## config.mk

```make
export PLATFORM = sky130hd
export DESIGN_NAME = axis_rr_arbiter
export DESIGN_NICKNAME = d
export VERILOG_FILES = /design/src/rtl/axis_rr_arbiter.sv
export SDC_FILE = /design/constraint.sdc
export NUM_CORES = 1
export LEC_CHECK = 0
export CORE_ASPECT_RATIO = 1.2
export CORE_MARGIN = 3
export CORE_UTILIZATION = 40
export CTS_CLUSTER_SIZE = 30
export DETAILED_ROUTE_END_ITERATION = 12
export PLACE_DENSITY = 0.94
export SLEW_MARGIN = 30
export SYNTH_ARGS = -nofsm -noshare
export SYNTH_HDL_FRONTEND = slang
export SYNTH_SLANG_ARGS = --single-unit
export TNS_END_PERCENT = 20
```

## constraint.sdc

```tcl
create_clock -name clk -period 7.7 [get_ports clk]
set_input_delay 1.54 -clock clk [delete_from_list [all_inputs] [get_ports clk]]
set_output_delay 1.54 -clock clk [all_outputs]
set_load 0.1 [all_outputs]
```

## src/rtl/axis_rr_arbiter.sv

```systemverilog
// Four-source AXI-Stream round-robin arbiter with a registered output stage.
// Define AXIS_ARB_PACKET_LOCK_EN to hold the grant on one source until its s_last beat.
module axis_rr_arbiter #(
  parameter int DATA_W  = 32,
  parameter int NUM_SRC = 4
) (
  input  logic                      clk,
  input  logic                      reset,
  input  logic [NUM_SRC-1:0]        s_valid,
  input  logic [NUM_SRC*DATA_W-1:0] s_data,
  input  logic [NUM_SRC-1:0]        s_last,
  output logic [NUM_SRC-1:0]        s_ready,
  output logic                      m_valid,
  output logic [DATA_W-1:0]         m_data,
  output logic                      m_last,
  output logic [1:0]                m_src,
  input  logic                      m_ready
);

  typedef enum logic {ST_IDLE = 1'b0, ST_LOCKED = 1'b1} state_t;

  state_t              r_state;
  logic [1:0]          r_ptr;
  logic [1:0]          r_lock_src;
  logic                r_m_valid;
  logic [DATA_W-1:0]   r_m_data;
  logic                r_m_last;
  logic [1:0]          r_m_src;

  logic                w_accept;
  logic [2*NUM_SRC-1:0] w_dbl;
  logic [NUM_SRC-1:0]  w_rot;
  logic [1:0]          w_off;
  logic                w_any;
  logic [1:0]          w_sel;
  logic [NUM_SRC-1:0]  w_grant;
  logic                w_xfer;
  logic [DATA_W-1:0]   w_data;
  logic                w_last;

  // The output register can take a new beat when empty or draining this cycle.
  assign w_accept = ~r_m_valid | m_ready;

  // Rotate requests so the pointer's source sits at bit 0, then take the lowest set bit.
  assign w_dbl = {s_valid, s_valid};
  assign w_rot = w_dbl[r_ptr +: NUM_SRC];

  // NOTE: every signal written in an always_comb gets a default first, so no latch is inferred.
  always_comb begin
    w_off = 2'd0;
    w_any = 1'b1;
    casez (w_rot)
      4'b???1: w_off = 2'd0;
      4'b??10: w_off = 2'd1;
      4'b?100: w_off = 2'd2;
      4'b1000: w_off = 2'd3;
      default: w_any = 1'b0;
    endcase
  end

  always_comb begin
    w_grant = '0;
    w_sel   = r_ptr + w_off;
    if (r_state == ST_LOCKED) begin
      w_sel = r_lock_src;
      if (s_valid[r_lock_src]) w_grant[r_lock_src] = 1'b1;
    end else if (w_any) begin
      w_grant[w_sel] = 1'b1;
    end
  end

  always_comb begin
    w_data = '0;
    w_last = 1'b0;
    for (int k = 0; k < NUM_SRC; k++) begin
      if (w_sel == k[1:0]) begin
        w_data = s_data[k*DATA_W +: DATA_W];
        w_last = s_last[k];
      end
    end
  end

  assign s_ready = reset ? '0 : (w_grant & {NUM_SRC{w_accept}});
  assign w_xfer  = |(s_valid & s_ready);

  // NOTE: sequential state uses non-blocking assignments so every register samples pre-edge values.
  always_ff @(posedge clk) begin
    if (reset) begin
      r_state    <= ST_IDLE;
      r_ptr      <= 2'd0;
      r_lock_src <= 2'd0;
      r_m_valid  <= 1'b0;
      r_m_data   <= '0;
      r_m_last   <= 1'b0;
      r_m_src    <= 2'd0;
    end else if (w_xfer) begin
      r_m_valid  <= 1'b1;
      r_m_data   <= w_data;
      r_m_last   <= w_last;
      r_m_src    <= w_sel;
      r_lock_src <= w_sel;
`ifdef AXIS_ARB_PACKET_LOCK_EN
      if (w_last) begin
        r_state <= ST_IDLE;
        r_ptr   <= w_sel + 2'd1;
      end else begin
        r_state <= ST_LOCKED;
      end
`else
      r_ptr <= w_sel + 2'd1;
`endif
    end else if (m_ready) begin
      r_m_valid <= 1'b0;
    end
  end

  assign m_valid = r_m_valid;
  assign m_data  = r_m_data;
  assign m_last  = r_m_last;
  assign m_src   = r_m_src;

endmodule

```

# Word level (Yosys, flattened, before mapping)
# Cells that the tools add are included.
word_totals:
  reg_bits: 38
  inputBits: 139
op_classes:
  n_addsub: 2
  order_cmp: 2
  eq_ne: 6
  shifts: 1
  mux: 16
  n_bitwise: 4
  n_reduce_logical: 5
ops:
  columns: ["op", "n"]
  rows:
  - ["$mux W32", 4]
  - ["$and A4 B4 Y4", 2]
  - ["$mux W1", 8]
  - ["$mux W4", 2]
  - ["$reduce_or A4 Y1", 2]
  - ["$shiftx A8 B3 Y4", 1]
  - ["$eq A2 B2 Y1 const B", 3]
  - ["$pmux W2 S3", 1]
  - ["$eq A4 B4 Y1 const B", 1]
  - ["$eq A3 B3 Y1 const B", 1]
  - ["$lt A2 B3 Y1 const B", 1]
  - ["$add A2 B1 Y2 const B", 1]
  - ["$add A2 B2 Y2", 1]
  - ["$demux W1 S2", 1]
  - ["$eq A2 B1 Y1 const B", 1]
  - ["$ge A2 B1 Y1 const B", 1]
  - ["$logic_not A2 Y1", 1]
  - ["$reduce_bool A2 Y1", 1]
  - ["$logic_and A1 B1 Y1", 1]
  - ["$not A1 Y1", 1]
  - ["$or A1 B1 Y1", 1]

# Longest topological paths before layout
depth:
  depth_word: 14
  depth_mapped: 17

# Worst setup path after synthesis
# OpenSTA, ideal clock, no wires.
synth_timing:
  kind: "in2out"
  start: "input s_valid[2]"
  end: "output s_ready[3]"
  arrival_time_ps: 4461
  required_ps: 6160
  slack_ps: 1699
  path_stages: 13
  path_buffers: 4
  cell_sequence: "buf_2 > nor2_1 > nor3_1 > a21oi_1 > nand2_1 > ha_1 > xor2_1 > xnor2_1 > ha_1 > clkbuf_1 > clkbuf_1 > buf_2 > and2_1"
synth_between:
  elab_chain_cells: 11
  word_cells_on_any_way: 16
  cone_classes: "1 x add/sub; 2 x order compare; 3 x eq/ne; 1 x shift; 6 x mux; 1 x bitwise; 2 x reduce/logical"
synth_lines:
  columns: ["item", "line_no", "rtl"]
  rows:
  - ["start: declaration", "9", "input logic [NUM_SRC-1:0] s_valid,"]
  - ["$shiftx A8 B3 Y4 *", "46", "assign w_rot = w_dbl[r_ptr +: NUM_SRC];"]
  - ["$eq A4 B4 Y1 (tied with other cells)", "52", "casez (w_rot)"]
  - ["$pmux W2 S3 *", "52", null]
  - ["$add A2 B2 Y2 *", "63", "w_sel = r_ptr + w_off;"]
  - ["named net w_sel[1]", "35", "logic [1:0] w_sel;"]
  - ["$lt A2 B3 Y1 (not written as such) or $ge A2 B1 Y1 (tied branches)", "68", "w_grant[w_sel] = 1'b1;"]
  - ["$logic_and A1 B1 Y1 (not written as such)", "68", null]
  - ["$mux W1 (not written as such)", "68", null]
  - ["$demux W1 S2 *", "68", null]
  - ["$mux W4 *", "67", "end else if (w_any) begin"]
  - ["$and A4 B4 Y4 *", "83", "assign s_ready = reset ? '0 : (w_grant & {NUM_SRC{w_accept}});"]
  - ["$mux W4 *", "83", null]
  - ["end: declaration", "12", "output logic [NUM_SRC-1:0] s_ready,"]
# Mark *: on every way through the listed nets, which the timed path passes. The rest lies on a longest branch.

# Final worst setup path
layout_timing:
  start: "input s_valid[3]"
  end: "output s_ready[0]"
layout_between:
  elab_chain_cells: 11
  word_cells_on_any_way: 16
  cone_classes: "1 x add/sub; 2 x order compare; 3 x eq/ne; 1 x shift; 6 x mux; 1 x bitwise; 2 x reduce/logical"
layout_lines:
  columns: ["item", "line_no"]
  rows:
  - ["$shiftx A8 B3 Y4 *", "46"]
  - ["$eq A4 B4 Y1 (tied with other cells)", "52"]
  - ["$pmux W2 S3", "52"]
  - ["$add A2 B2 Y2", "63"]
  - ["$lt A2 B3 Y1 (not written as such) or $ge A2 B1 Y1 (tied branches)", "68"]
  - ["$logic_and A1 B1 Y1 (not written as such)", "68"]
  - ["$mux W1 (not written as such)", "68"]
  - ["$demux W1 S2", "68"]
  - ["$mux W4 *", "67"]
  - ["$and A4 B4 Y4 *", "83"]
  - ["$mux W4 *", "83"]
# Mark *: on every way between the ends. The rest lies on a longest branch, timed or not.

==> qor.yml <==
synth.top_cell.area_share_pct: 27.86
ys_warn_count: 0
synth_cells: 336
die_x_um: 81.42
max_freq_mhz: 152.1
synth_seq_cells: 38
cpMaxStageDelayCell: "clkdlybuf4s50_1"
yosysUniqueCellTypes: 39
io_pins: 179
drive_above_1_share_pct: 12.73
whs_ns: 0.4626
drc_errors: 0
comb_power_share_pct: 80.2
yosys-top-cells-count: "48 x nor3_1, 42 x nor2_1, 38 x dfxtp_1"
routedWlPerCell_um: 16.67
hold_buffers: 0
dr.pass1.iters: 4
timing.final.ws_setup_ns: 1.128
power_density_nw_per_um2: 544.9
grt_overflow: 0
cp-endpoint: "s_ready[0]"
synth_edf_count: 0
worstPathArrival_ns: 5.03
cts_resized: 0
slew_headroom_pct: 31.23
p_int_mw: 1.010
synthTopCellsByArea: "dfxtp_1 28%, a221oi_1 10%, nor3_1 8.8%, a211oi_2 8.7%, nor2b_1 7.8%"
finalNetCount: 631
route.final.wire_length_um: 9534
async_flop_share_pct: 0
pwr-share-seq_pct: 13.0
timing.rr.end: "m_data[3]$_SDFFE_PP0P_"
crit_family: "buffers and inverters"
drv_slew: 0
synthesis.nets: 480
area_delta_synth_final_pct: 67.92
drtIter0Drc: 127
crit_buf_inv: 3
place_ws_ns: 1.150
tns_ns: 0
cp-end-kind: "primary output"
clockRootBuffer: "clkbuf_8"
status: "complete, no violations"
final_cell_area_um2: 4584
hold_viol: 0
pwr-share-clk_pct: 6.8
fin_skew_ns: 0.009238
avgSynthCellArea_um2: 8.125
die_height_um: 96.50
reg2reg_from: "r_ptr[0]$_SDFFE_PP0P_"
drtAntennaViolNets: 0
power_leakage_nw: 1.616
initial_utilization_pct: 41.83
setup_viol_count_final: 0
ir_drop_v: 0.0003027
grt_pass1_vias: 2960
port_buffers: 178
r2r_slack_ns: 3.70
dieArea_um2: 7857
max_cap_violations: 0
max_stage_delay_ns: 1.13
path_depth: 11
reg2regPathDepth: 14
crit_path_start_kind: "input port"
insertion_delay_ns: 0.28
vias: 3164
placed_area_um2: 4469
hold_class: "register to register"
cts_buffers: 5
grt_max_degree: 68
dp_hpwl_um: 7028
startpoint: "s_valid[3]"
min_period_ns: 6.572
vias_per_cell: 5.531
synth-seq-area-share_pct: 27.86
fp.coreArea_um2: 6526
cts_buffer_depth: 2
grt_pass1_wl_um: 14390
cts_setup_buffers: 0
worstPathRequired_ns: 6.16
rsz0062_at_grt: "no"
cts_num_sinks: 38
htree_num_levels: 2
syn_area_um2: 2730
cts_tree: "built"
finalWeightedCongestion: 0.8631
path_clk_slew_ns: 0.07
cp_max_fo: 7
ys.flop_type: "dfxtp_1"
synth_most_common_cell: "nor3_1"
swShare_pct: 59.56
switchingPower_mw: 1.488
path_class: "input port to primary output"
finalCritPeriodShare_pct: 85.36
antenna_cells: 0
fp-row-count: 32
grtUsageTotal_pct: 23.24
antenna_found_initial: 0
worstMarginPinSlew_ns: 1.028
crit_chain: "clkdlybuf4s50_1 -> inv_1 -> o311ai_0 -> o21ai_0 -> nand2_1 -> ha_1 -> xor2_1 -> xor2_1 -> ha_1 -> and2_1 -> clkdlybuf4s50_1"
synth_top_area_cell: "dfxtp_1"
-- layer usage --
layer	up-vias	GRT usage, %	routed length [µm]	part of all wire, %
li1	1544	-	-	-
met1	1482	24.12	3343	35
met2	121	45.11	5193	54
met3	17	6.030	808	8.5
met4	0	6.479	189	2.0
met5	-	0	0	0
-- metrics by stage --
stage | cells | power (mW) | utilization (%)
3_3_place_gp | 565 | 2.294 | 68.48
5_1_grt | 572 | 2.662 | 70.25
4_1_cts | 572 | 2.515 | 70.21
6_report | 572 | 2.498 | 70.25
2_1_floorplan | 336 | 1.910 | -
3_5_place_dp | 565 | 2.341 | 68.48
-- layout by cell type (no fill, tap or decap), drive strengths merged, types with 2 or more instances in the layout --
cell type      synthesis  final
clkdlybuf4s50          0    174
nor3                  66     66
nor2                  43     43
dfxtp                 38     38
nor2b                 34     34
a211oi                34     34
a221oi                32     32
buf                   19     10
nand2                 10     10
clkbuf                21      6
a21oi                  6      6
and2                   5      5
ha                     5      5
nor4                   3      3
xor2                   2      2
inv                    2      2
a22oi                  2      2
o211a                  2      2
-- logic make-up (layout without fill, tap and decap cells) --
kind of cell,count (synthesis),after routing,share of synthesized area [%]
XOR/XNOR,3,3,0.9626
AND/OR/NAND/NOR,166,166,34.01
AO/OA/AOI/OAI,82,82,27.68
flip-flops,38,38,27.86
adder cells (fa/ha/maj),5,5,2.291
buffers and inverters,42,193,7.195
-- power by group through the flow --
stage / combinational [mW] / clock (mW) / sequential, mW
final: 2.00 / 0.170 / 0.324
after global routing: 2.14 / 0.184 / 0.335
after CTS: 2.02 / 0.175 / 0.324
after detailed placement: 2.01 / 0 / 0.328
after global placement: 1.97 / 0 / 0.323
after floorplan: 1.06 / 0 / 0.851
-- registers in the layout, indices dropped and copies added, names as in the netlist --
register and flops:
m_data 32, m_last 1, m_src 2, m_valid 1, r_ptr 2
-- layout make-up --
class,instances,area [µm²]
clock buffer,6,82.58
sequential,38,760.7
timing repair buffer,184,1817
clock inverter,1,30.03
inverter,2,7.507
multi-input combinational,256,1780
tap,85,106.4
fill,517,1942
-- how the worst min path moves through the flow --
stage | endpoint | startpoint | depth (start not counted) | slack (ns)
finish | m_src[0]$_SDFFE_PP0P_ | m_src[0]$_SDFFE_PP0P_ | 2 | 0.46
global route | m_src[0]$_SDFFE_PP0P_ | m_src[0]$_SDFFE_PP0P_ | 2 | 0.47
CTS | m_src[0]$_SDFFE_PP0P_ | m_src[0]$_SDFFE_PP0P_ | 2 | 0.46
detailed placement | m_src[0]$_SDFFE_PP0P_ | m_src[0]$_SDFFE_PP0P_ | 2 | 0.45
global placement | m_src[0]$_SDFFE_PP0P_ | m_src[0]$_SDFFE_PP0P_ | 2 | 0.44
floorplan | r_ptr[1]$_SDFFE_PP0P_ | r_ptr[1]$_SDFFE_PP0P_ | 3 | 0.60
-- worst min-delay path, stage by stage, from the launching register on --
cell,delay [ns]
dfxtp_1,0.31
nand2_1,0.05
a21oi_1,0.05
(Power assumes the default switching activity.)
